<file path="src/rtl/viterbi_metric_bank.sv">
// viterbi_metric_bank
// Double-buffered path-metric store for the Viterbi datapath. One bank is
// written with the new column while the other is read; a sequential arg-max
// scanner walks the read bank to find the strongest tag for backtrace start.
//
// Scanner states
//   state   | meaning
//   ST_IDLE | waiting for find_start; swap is honoured here only
//   ST_SCAN | comparing read-bank entry scan_idx against the running best
//   ST_DONE | find_done pulse; result already latched in max_index/max_value
module viterbi_metric_bank #(
  parameter int P_SIZE      = 32,
  parameter int POS_NUM     = 11,
  parameter int POS_NUM_BIT = 4
) (
  input  logic                        clk,
  input  logic                        reset,
  input  logic                        load,
  input  logic [POS_NUM*P_SIZE-1:0]   p_in,
  input  logic                        swap,
  input  logic [POS_NUM_BIT-1:0]      chose_index,
  output logic [P_SIZE-1:0]           p_out,
  input  logic                        find_start,
  output logic                        find_busy,
  output logic                        find_done,
  output logic [POS_NUM_BIT-1:0]      max_index,
  output logic [P_SIZE-1:0]           max_value
);

  typedef enum logic [1:0] {
    ST_IDLE = 2'd0,
    ST_SCAN = 2'd1,
    ST_DONE = 2'd2
  } state_t;

  localparam logic [POS_NUM_BIT-1:0] LAST_IDX = POS_NUM_BIT'(POS_NUM - 1);
  localparam logic [POS_NUM_BIT-1:0] IDX_ONE  = POS_NUM_BIT'(1);

  logic [P_SIZE-1:0]      bank0   [POS_NUM];
  logic [P_SIZE-1:0]      bank1   [POS_NUM];
  logic [P_SIZE-1:0]      rd_bank [POS_NUM];
  logic                   bank_sel;

  state_t                 state;
  state_t                 nxt_state;
  logic [POS_NUM_BIT-1:0] scan_idx;
  logic [POS_NUM_BIT-1:0] nxt_scan_idx;
  logic [P_SIZE-1:0]      best_val;
  logic [P_SIZE-1:0]      nxt_best_val;
  logic [POS_NUM_BIT-1:0] best_idx;
  logic [POS_NUM_BIT-1:0] nxt_best_idx;
  logic [POS_NUM_BIT-1:0] max_index_q;
  logic [POS_NUM_BIT-1:0] nxt_max_index;
  logic [P_SIZE-1:0]      max_value_q;
  logic [P_SIZE-1:0]      nxt_max_value;
  logic [P_SIZE-1:0]      scan_val;
  logic                   swap_ok;

  // Swaps are dropped while a scan is running so the scanned column stays put.
  assign swap_ok = swap && !find_busy;

  // Bank storage: load fills the current write bank; bank_sel flips on an accepted swap.
  always_ff @(posedge clk or posedge reset) begin
    if (reset) begin
      for (int k = 0; k < POS_NUM; k++) begin
        bank0[k] <= '0;
        bank1[k] <= '0;
      end
      bank_sel <= 1'b0;
    end else begin
      if (load) begin
        for (int k = 0; k < POS_NUM; k++) begin
          if (bank_sel) begin
            bank0[k] <= p_in[k*P_SIZE +: P_SIZE];
          end else begin
            bank1[k] <= p_in[k*P_SIZE +: P_SIZE];
          end
        end
      end
      if (swap_ok) begin
        bank_sel <= ~bank_sel;
      end
    end
  end

  // Present whichever bank is currently the read bank.
  always_comb begin
    for (int k = 0; k < POS_NUM; k++) begin
      rd_bank[k] = bank_sel ? bank1[k] : bank0[k];
    end
  end

  // External read port; indices beyond the last tag read as zero.
  always_comb begin
    p_out = '0;
    for (int k = 0; k < POS_NUM; k++) begin
      if (chose_index == POS_NUM_BIT'(k)) begin
        p_out = rd_bank[k];
      end
    end
  end

  // Scanner read port, addressed by the running scan index.
  always_comb begin
    scan_val = '0;
    for (int k = 0; k < POS_NUM; k++) begin
      if (scan_idx == POS_NUM_BIT'(k)) begin
        scan_val = rd_bank[k];
      end
    end
  end

  // Scanner state and datapath registers.
  always_ff @(posedge clk or posedge reset) begin
    if (reset) begin
      state       <= ST_IDLE;
      scan_idx    <= '0;
      best_val    <= '0;
      best_idx    <= '0;
      max_index_q <= '0;
      max_value_q <= '0;
    end else begin
      state       <= nxt_state;
      scan_idx    <= nxt_scan_idx;
      best_val    <= nxt_best_val;
      best_idx    <= nxt_best_idx;
      max_index_q <= nxt_max_index;
      max_value_q <= nxt_max_value;
    end
  end

  // Scanner next-state and outputs. The result is latched on the edge that
  // compares the last entry, so it is valid together with find_done.
  always_comb begin
    nxt_state     = state;
    nxt_scan_idx  = scan_idx;
    nxt_best_val  = best_val;
    nxt_best_idx  = best_idx;
    nxt_max_index = max_index_q;
    nxt_max_value = max_value_q;
    find_busy     = 1'b0;
    find_done     = 1'b0;

    case (state)
      ST_IDLE: begin
        if (find_start) begin
          nxt_scan_idx = IDX_ONE;
          nxt_best_val = rd_bank[0];
          nxt_best_idx = '0;
          nxt_state    = ST_SCAN;
        end
      end

      ST_SCAN: begin
        find_busy = 1'b1;
        // Strictly greater keeps the lowest index on ties.
        if (scan_val > best_val) begin
          nxt_best_val = scan_val;
          nxt_best_idx = scan_idx;
        end
        nxt_scan_idx = scan_idx + IDX_ONE;
        if (scan_idx == LAST_IDX) begin
          nxt_max_value = nxt_best_val;
          nxt_max_index = nxt_best_idx;
          nxt_state     = ST_DONE;
        end
      end

      ST_DONE: begin
        find_busy = 1'b1;
        find_done = 1'b1;
        nxt_state = ST_IDLE;
      end

      default: begin
        nxt_state = ST_IDLE;
      end
    endcase
  end

  assign max_index = max_index_q;
  assign max_value = max_value_q;

endmodule

</file>
<file path="config.mk">
export PLATFORM = sky130hd
export DESIGN_NAME = viterbi_metric_bank
export DESIGN_NICKNAME = d
export VERILOG_FILES = /design/src/rtl/viterbi_metric_bank.sv
export SDC_FILE = /design/constraint.sdc
export NUM_CORES = 2
export LEC_CHECK = 0
export BUFFER_PORTS_ARGS = -buffer_cell sky130_fd_sc_hd__buf_4
export CAP_MARGIN = 10
export CORE_MARGIN = 5
export CORE_UTILIZATION = 50
export DETAILED_ROUTE_END_ITERATION = 10
export PLACE_DENSITY = 0.7
export SLEW_MARGIN = 20
export SYNTH_ARGS = -nofsm -noshare
export SYNTH_HDL_FRONTEND = slang
export SYNTH_SLANG_ARGS = --single-unit
</file>
<file path="constraint.sdc">
create_clock -name clk -period 33.1 [get_ports clk]
set_clock_uncertainty 0.1 [all_clocks]
set_input_delay 3.31 -clock clk [delete_from_list [all_inputs] [get_ports clk]]
set_output_delay 3.31 -clock clk [all_outputs]
set_load 0.02 [all_outputs]
</file>
# Word level (Yosys, flattened, before mapping)
# Cells that the tools add are included.
# totals
input_bits,361
register_bits,783
# classes
reduce_logical,12
addsub,1
muxes,46
bitwise,1
n_eq_ne,24
magnitude_cmp,1
# ops
cell,n
$mux W32,35
$pmux W32 S2,1
$eq A4 B3 Y1 const B,8
$gt A32 B32 Y1,1
$eq A4 B4 Y1 const B,6
$eq A4 B2 Y1 const B,4
$pmux W4 S2,2
$mux W4,3
$reduce_and A2 Y1,5
$eq A4 B1 Y1 const B,2
$logic_not A4 Y1,2
$add A4 B1 Y4 const B,1
$mux W2,2
$ne A2 B2 Y1 const B,2
$pmux W2 S2,1
$eq A2 B1 Y1 const B,1
$eq A2 B2 Y1 const B,1
$logic_not A2 Y1,1
$mux W1,2
$reduce_bool A2 Y1,1
$reduce_or A2 Y1,1
$logic_and A1 B1 Y1,1
$logic_not A1 Y1,1
$not A1 Y1,1

# Logic depth before layout (Yosys ltp)
# logic_depth
ltp_word,15
ltp_mapped,20

# Worst setup path after synthesis
# Ideal clock, no wire load.
# synth_timing
kind,input-to-output
start,input port chose_index[2]
end,output port p_out[11]
setup_slack_ns,24.561
n_path_buf,2
arrival_ns,5.129
cell_stages,9
cell_sequence,clkbuf_1 -> nor2_1 -> nand2_1 -> clkbuf_1 -> o22ai_1 -> a221oi_1 -> o211ai_1 -> o31ai_1 -> o21ai_0
# synth_via
elab_chain_len,12
word_cells_on_any_way,22
# synth_lines
element,line_no,rtl
from (decl),21,"input logic [POS_NUM_BIT-1:0] chose_index,"
$logic_not A4 Y1,97,if (chose_index == POS_NUM_BIT'(k)) begin
$mux W32 (10 in a row),97,
$mux W32 (*),97,
to (decl),22,"output logic [P_SIZE-1:0] p_out,"
# Mark *: on every way between the ends. The rest lies on a longest branch, timed or not.

# Worst setup path after layout
# layout_timing
start,input port chose_index[2]
end,output port p_out[10]
# The elaborated chain is that of the path after synthesis.

==> impl_metrics.csv <==
group,metric,value,unit
outcome,status,"finished clean",
clock_tree,clk_root_buffer_cell,"sky130_fd_sc_hd__clkbuf_16",
cells_and_area,finish.cell_count_without_fillers,4651,
setup_path,timing.critical_path.slowest_cell_delay,0.76,ns
synthesis,synth_area_leader_cell,"sky130_fd_sc_hd__dfrtp_1",
synthesis,synth.yosys.seq_area_share,49.24,%
synthesis,synth-main-ff-cell,"sky130_fd_sc_hd__dfrtp_1",
placement,routabilityCongestion,1.049,
clock_tree,number_of_clock_sinks,783,
die,floorplan.initialDensity,50.37,%
drt,first_pass_iters,6,
setup_path,worst_ep_arrival_time,6.21,ns
power,worst_ir_drop_vdd,0.00008054,V
synthesis,ys.warnings.count,0,
global_routing,via_count_of_the_first_global_routing_pass,30330,
drt,postRouteAntennaNets,0,
setup_path,crit_slowest_cell,"sky130_fd_sc_hd__nand2_1",
power,share_of_power_burned_in_registers,31.1,%
sta,tightest_slew,1.160,ns
drt,drt_iter0_drc,3166,
power,combPwrFrac,51.8,%
setup_path,timing_worst_setup_path_type,"input pin to output pin",
global_routing,antenna_found_initial,7,
setup_path,critical_path_buf_inv_count,2,
sta,hold_slack,0.3822,ns
setup_path,setup.worst_path.end_class,"output pin",
setup_path,required,29.69,ns
clock_tree,cts-buffers-inserted,85,
clock_tree,postCtsSetupRepairBufs,0,
sta,final_setup_fails,0,
sta,rsz0062_at_grt,"no",
sta,timing.final.crit_share,29.05,%
global_routing,grt_remaining_overflow,0,
cells_and_area,synthToLayoutAreaGrowth,16.81,%
global_routing,grt.total_usage,33.90,%
synthesis,syn-mean-instance-area,12.42,sq um
placement,dpl.hpwl,111900,um
job,cap_viol_max_count,0,
die,floorplan.rows,103,
placement,detailed_place.area,43730,sq um
synthesis,synthArstFlopShare,100.0,%
synthesis,synth.ff_latch_count,783,
setup_path,crit_path_cell_trace,"buf_4 -> nor2b_1 -> nand2_1 -> o22ai_1 -> a2111oi_0 -> o21ai_0 -> buf_4",
clock_tree,cts.htree.levels,3,
clock_tree,cts-root-to-sink-buffers,3,
cells_and_area,finish.net_count,3941,
power,power_leakage,20.21,nW
die,design.portCount,431,
global_routing,grt_start_max_net_pins,173,
power,power_switching,2.447,mW
power,cellPowerDensity,118.9,nW/um^2
placement,place.port_buffers,430,
power,total_power,5.527,mW
die,fp.coreArea,79000,sq um
setup_path,start_kind,"input pin",
drt,routed_wirelength_normalized_by_instance_count,32.24,um
clock_tree,cts_tree,"built",
sta,finalHoldViolations,0,
global_routing,global_route_wire_length_before_repair,212000,um
synthesis,synth_area,39790,sq um
clock_tree,clk_pin_slew,0.06,ns
die,dieArea,85320,sq um
synthesis,synth-edff-count,0,
die,chipWidth,292.1,um
drt,detail_route.drc_violations,0,
power,power_switching_share,44.27,%
power,power.internal,3.081,mW
clock_tree,cts.hold.buffers_added,0,
setup_path,crit_path_max_delay_family,"simple AND/OR/NAND/NOR gates",
clock_tree,post_cts_resized,0,
clock_tree,insertion_delay,0.66,ns
drt,num_vias,30110,
power,clock_power_share,17.1,%
synthesis,synth.net_count,3604,
sta,period_minus_slack,9.616,ns
cells_and_area,final_design_area_no_fill,46480,sq um
drt,detail_route.vias_per_cell,6.474,
sta,maxClockFrequency,104.0,MHz
synthesis,synthesis.instances,3204,
sta,remaining_max_slew_budget_at_the_tightest_pin,21.14,%
synthesis,synth_top_cells_by_area,"sky130_fd_sc_hd__dfrtp_1, sky130_fd_sc_hd__mux2_2, sky130_fd_sc_hd__mux2i_1, sky130_fd_sc_hd__o22ai_1, sky130_fd_sc_hd__nand2_1",
cells_and_area,post_route_cells_drive_above_1_share,41.40,%
sta,final_number_of_max_transition_violations,0,
drt,wl,149900,um
worst_hold_path,worstHoldPathType,"register to register",
die,die_y,292.1,um
synthesis,synth.top_cell.area_share,49.24,%
placement,dp.cells,4503,
synthesis,synth_cell_type_count,77,
sta,fin_tns_setup,0,ns
setup_path,critical_path_peak_fanout,26,
setup_path,path_common_cell,"sky130_fd_sc_hd__buf_4",
per-stage QoR:
step / util [%] / setup WS, ns
2_1_floorplan: - / 7.707
3_3_place_gp: 55.35 / 23.58
3_5_place_dp: 55.36 / 23.61
4_1_cts: 58.82 / 23.62
5_1_grt: 58.83 / 23.41
6_report: 58.84 / 23.48
cells in the mapped netlist, drive strengths merged (6+ instances only):
master,number
or3,7
nor2b,8
a311oi,25
o21ai,88
nor3,41
a221o,14
a211o,9
mux4,11
clkbuf,89
nand2b,7
a221oi,50
a2111oi,7
o31ai,20
a31o,14
a22o,7
mux2,799
a211oi,19
nor2,75
nor4,6
ha,39
nand2,158
a21oi,82
and3b,7
o311ai,21
dfrtp,783
o221ai,28
o22ai,137
nand3b,7
nand3,37
o22a,15
mux2i,271
a22oi,36
nand4,7
buf,160
inv,42
o211ai,17
power by group through the flow:
stage          combinational [mW]  sequential, mW  clock [mW]
2_1_floorplan                1.68            1.66           0
3_3_place_gp                 2.73            1.71           0
3_5_place_dp                 2.74            1.73           0
4_1_cts                      2.75            1.72       0.955
5_1_grt                      2.93            1.78       0.994
6_report                     2.86            1.72       0.943
cells by family (layout without fill, tap and decap cells):
| kind of cell | Yosys count | after routing | synth area share, % |
|---|---|---|---|
| AND/OR/NAND/NOR | 385 | 385 | 4.651 |
| adder cells (fa/ha/maj) | 39 | 39 | 1.226 |
| other | 0 | 2 | 0 |
| buffers and inverters | 291 | 686 | 3.645 |
| flip-flops | 783 | 783 | 49.24 |
| multiplexers | 1081 | 1081 | 30.05 |
| XOR/XNOR | 1 | 1 | 0.02202 |
| AO/OA/AOI/OAI | 624 | 624 | 11.16 |
sequential cells by signal, summed over array words and instances (netlist names):
signal,cells
max_index,4
max_value,32
best_val,32
scan_idx,4
state,2
bank1,352
bank_sel,1
best_idx,4
bank0,352
worst register-to-register path: stages (launching register included):
cell	delay (ns)
sky130_fd_sc_hd__dfrtp_4	0.87
sky130_fd_sc_hd__buf_4	0.76
sky130_fd_sc_hd__buf_4	0.86
sky130_fd_sc_hd__buf_12	0.57
sky130_fd_sc_hd__mux2_2	0.55
sky130_fd_sc_hd__o2bb2ai_1	0.16
sky130_fd_sc_hd__nand2_1	0.07
sky130_fd_sc_hd__a221oi_1	0.81
sky130_fd_sc_hd__o21ai_0	0.49
sky130_fd_sc_hd__nand2_1	0.19
sky130_fd_sc_hd__ha_1	0.24
sky130_fd_sc_hd__and4_1	0.18
sky130_fd_sc_hd__a221o_1	0.35
sky130_fd_sc_hd__a21oi_1	0.20
sky130_fd_sc_hd__a21oi_1	0.13
sky130_fd_sc_hd__o21ai_4	0.78
sky130_fd_sc_hd__buf_4	0.77
sky130_fd_sc_hd__and4b_1	0.37
sky130_fd_sc_hd__a311oi_1	0.24
layout by cell type, fill, tap and decap left out, types with 8 or more instances in the layout:
cell type,count
sky130_fd_sc_hd__o21ai_0,81
sky130_fd_sc_hd__mux2i_1,266
sky130_fd_sc_hd__clkbuf_1,16
sky130_fd_sc_hd__a221o_1,14
sky130_fd_sc_hd__o221ai_1,28
sky130_fd_sc_hd__o22a_1,15
sky130_fd_sc_hd__a221oi_1,49
sky130_fd_sc_hd__buf_4,489
sky130_fd_sc_hd__inv_1,41
sky130_fd_sc_hd__o311ai_0,21
sky130_fd_sc_hd__a311oi_1,23
sky130_fd_sc_hd__a211oi_1,19
sky130_fd_sc_hd__o22ai_1,136
sky130_fd_sc_hd__a22oi_1,36
sky130_fd_sc_hd__nor3_1,38
sky130_fd_sc_hd__mux4_2,11
sky130_fd_sc_hd__clkinv_2,14
sky130_fd_sc_hd__nand2_1,155
sky130_fd_sc_hd__clkbuf_16,85
sky130_fd_sc_hd__o211ai_1,17
sky130_fd_sc_hd__a211o_1,9
sky130_fd_sc_hd__nand3_1,37
sky130_fd_sc_hd__a21oi_1,82
sky130_fd_sc_hd__mux2_2,799
sky130_fd_sc_hd__ha_1,39
sky130_fd_sc_hd__dfrtp_1,782
sky130_fd_sc_hd__buf_12,8
sky130_fd_sc_hd__a31o_2,14
sky130_fd_sc_hd__o31ai_1,20
sky130_fd_sc_hd__nor2_1,73
sky130_fd_sc_hd__clkbuf_8,13
routing by layer:
| layer | track usage, % | wire, um | vias to the layer above |
|---|---|---|---|
| met1 | 41.64 | 56440 | 15310 |
| met3 | 11.69 | 15350 | 477 |
| met2 | 53.17 | 68200 | 1531 |
| li1 | - | - | 12780 |
| met4 | 17.76 | 9917 | 6 |
| met5 | 0 | 45 | - |
layout make-up:
cell class	count	area, sq um
antenna	2	5.005
clock buffer	114	2366
clock inverter	31	369.1
fill	6564	32520
inverter	42	165.2
multi-input combinational	2130	18820
sequential	783	19600
tap	1050	1314
timing repair buffer	499	3847
worst paths after layout:
check | start | endpoint | slack [ns] | depth (start not counted)
min reg2reg | max_index[2] | max_index[2] | 0.38 | 2
max | chose_index[2] | p_out[10] | 23.48 | 7
min | max_index[2] | max_index[2] | 0.38 | 2
max reg2reg | bank_sel | best_val[8] | 24.31 | 18
max in group asynchronous | reset | bank0[47] | 27.03 | 5
min in group asynchronous | reset | bank0[340] | 2.72 | 2
(Power assumes the default switching activity.)
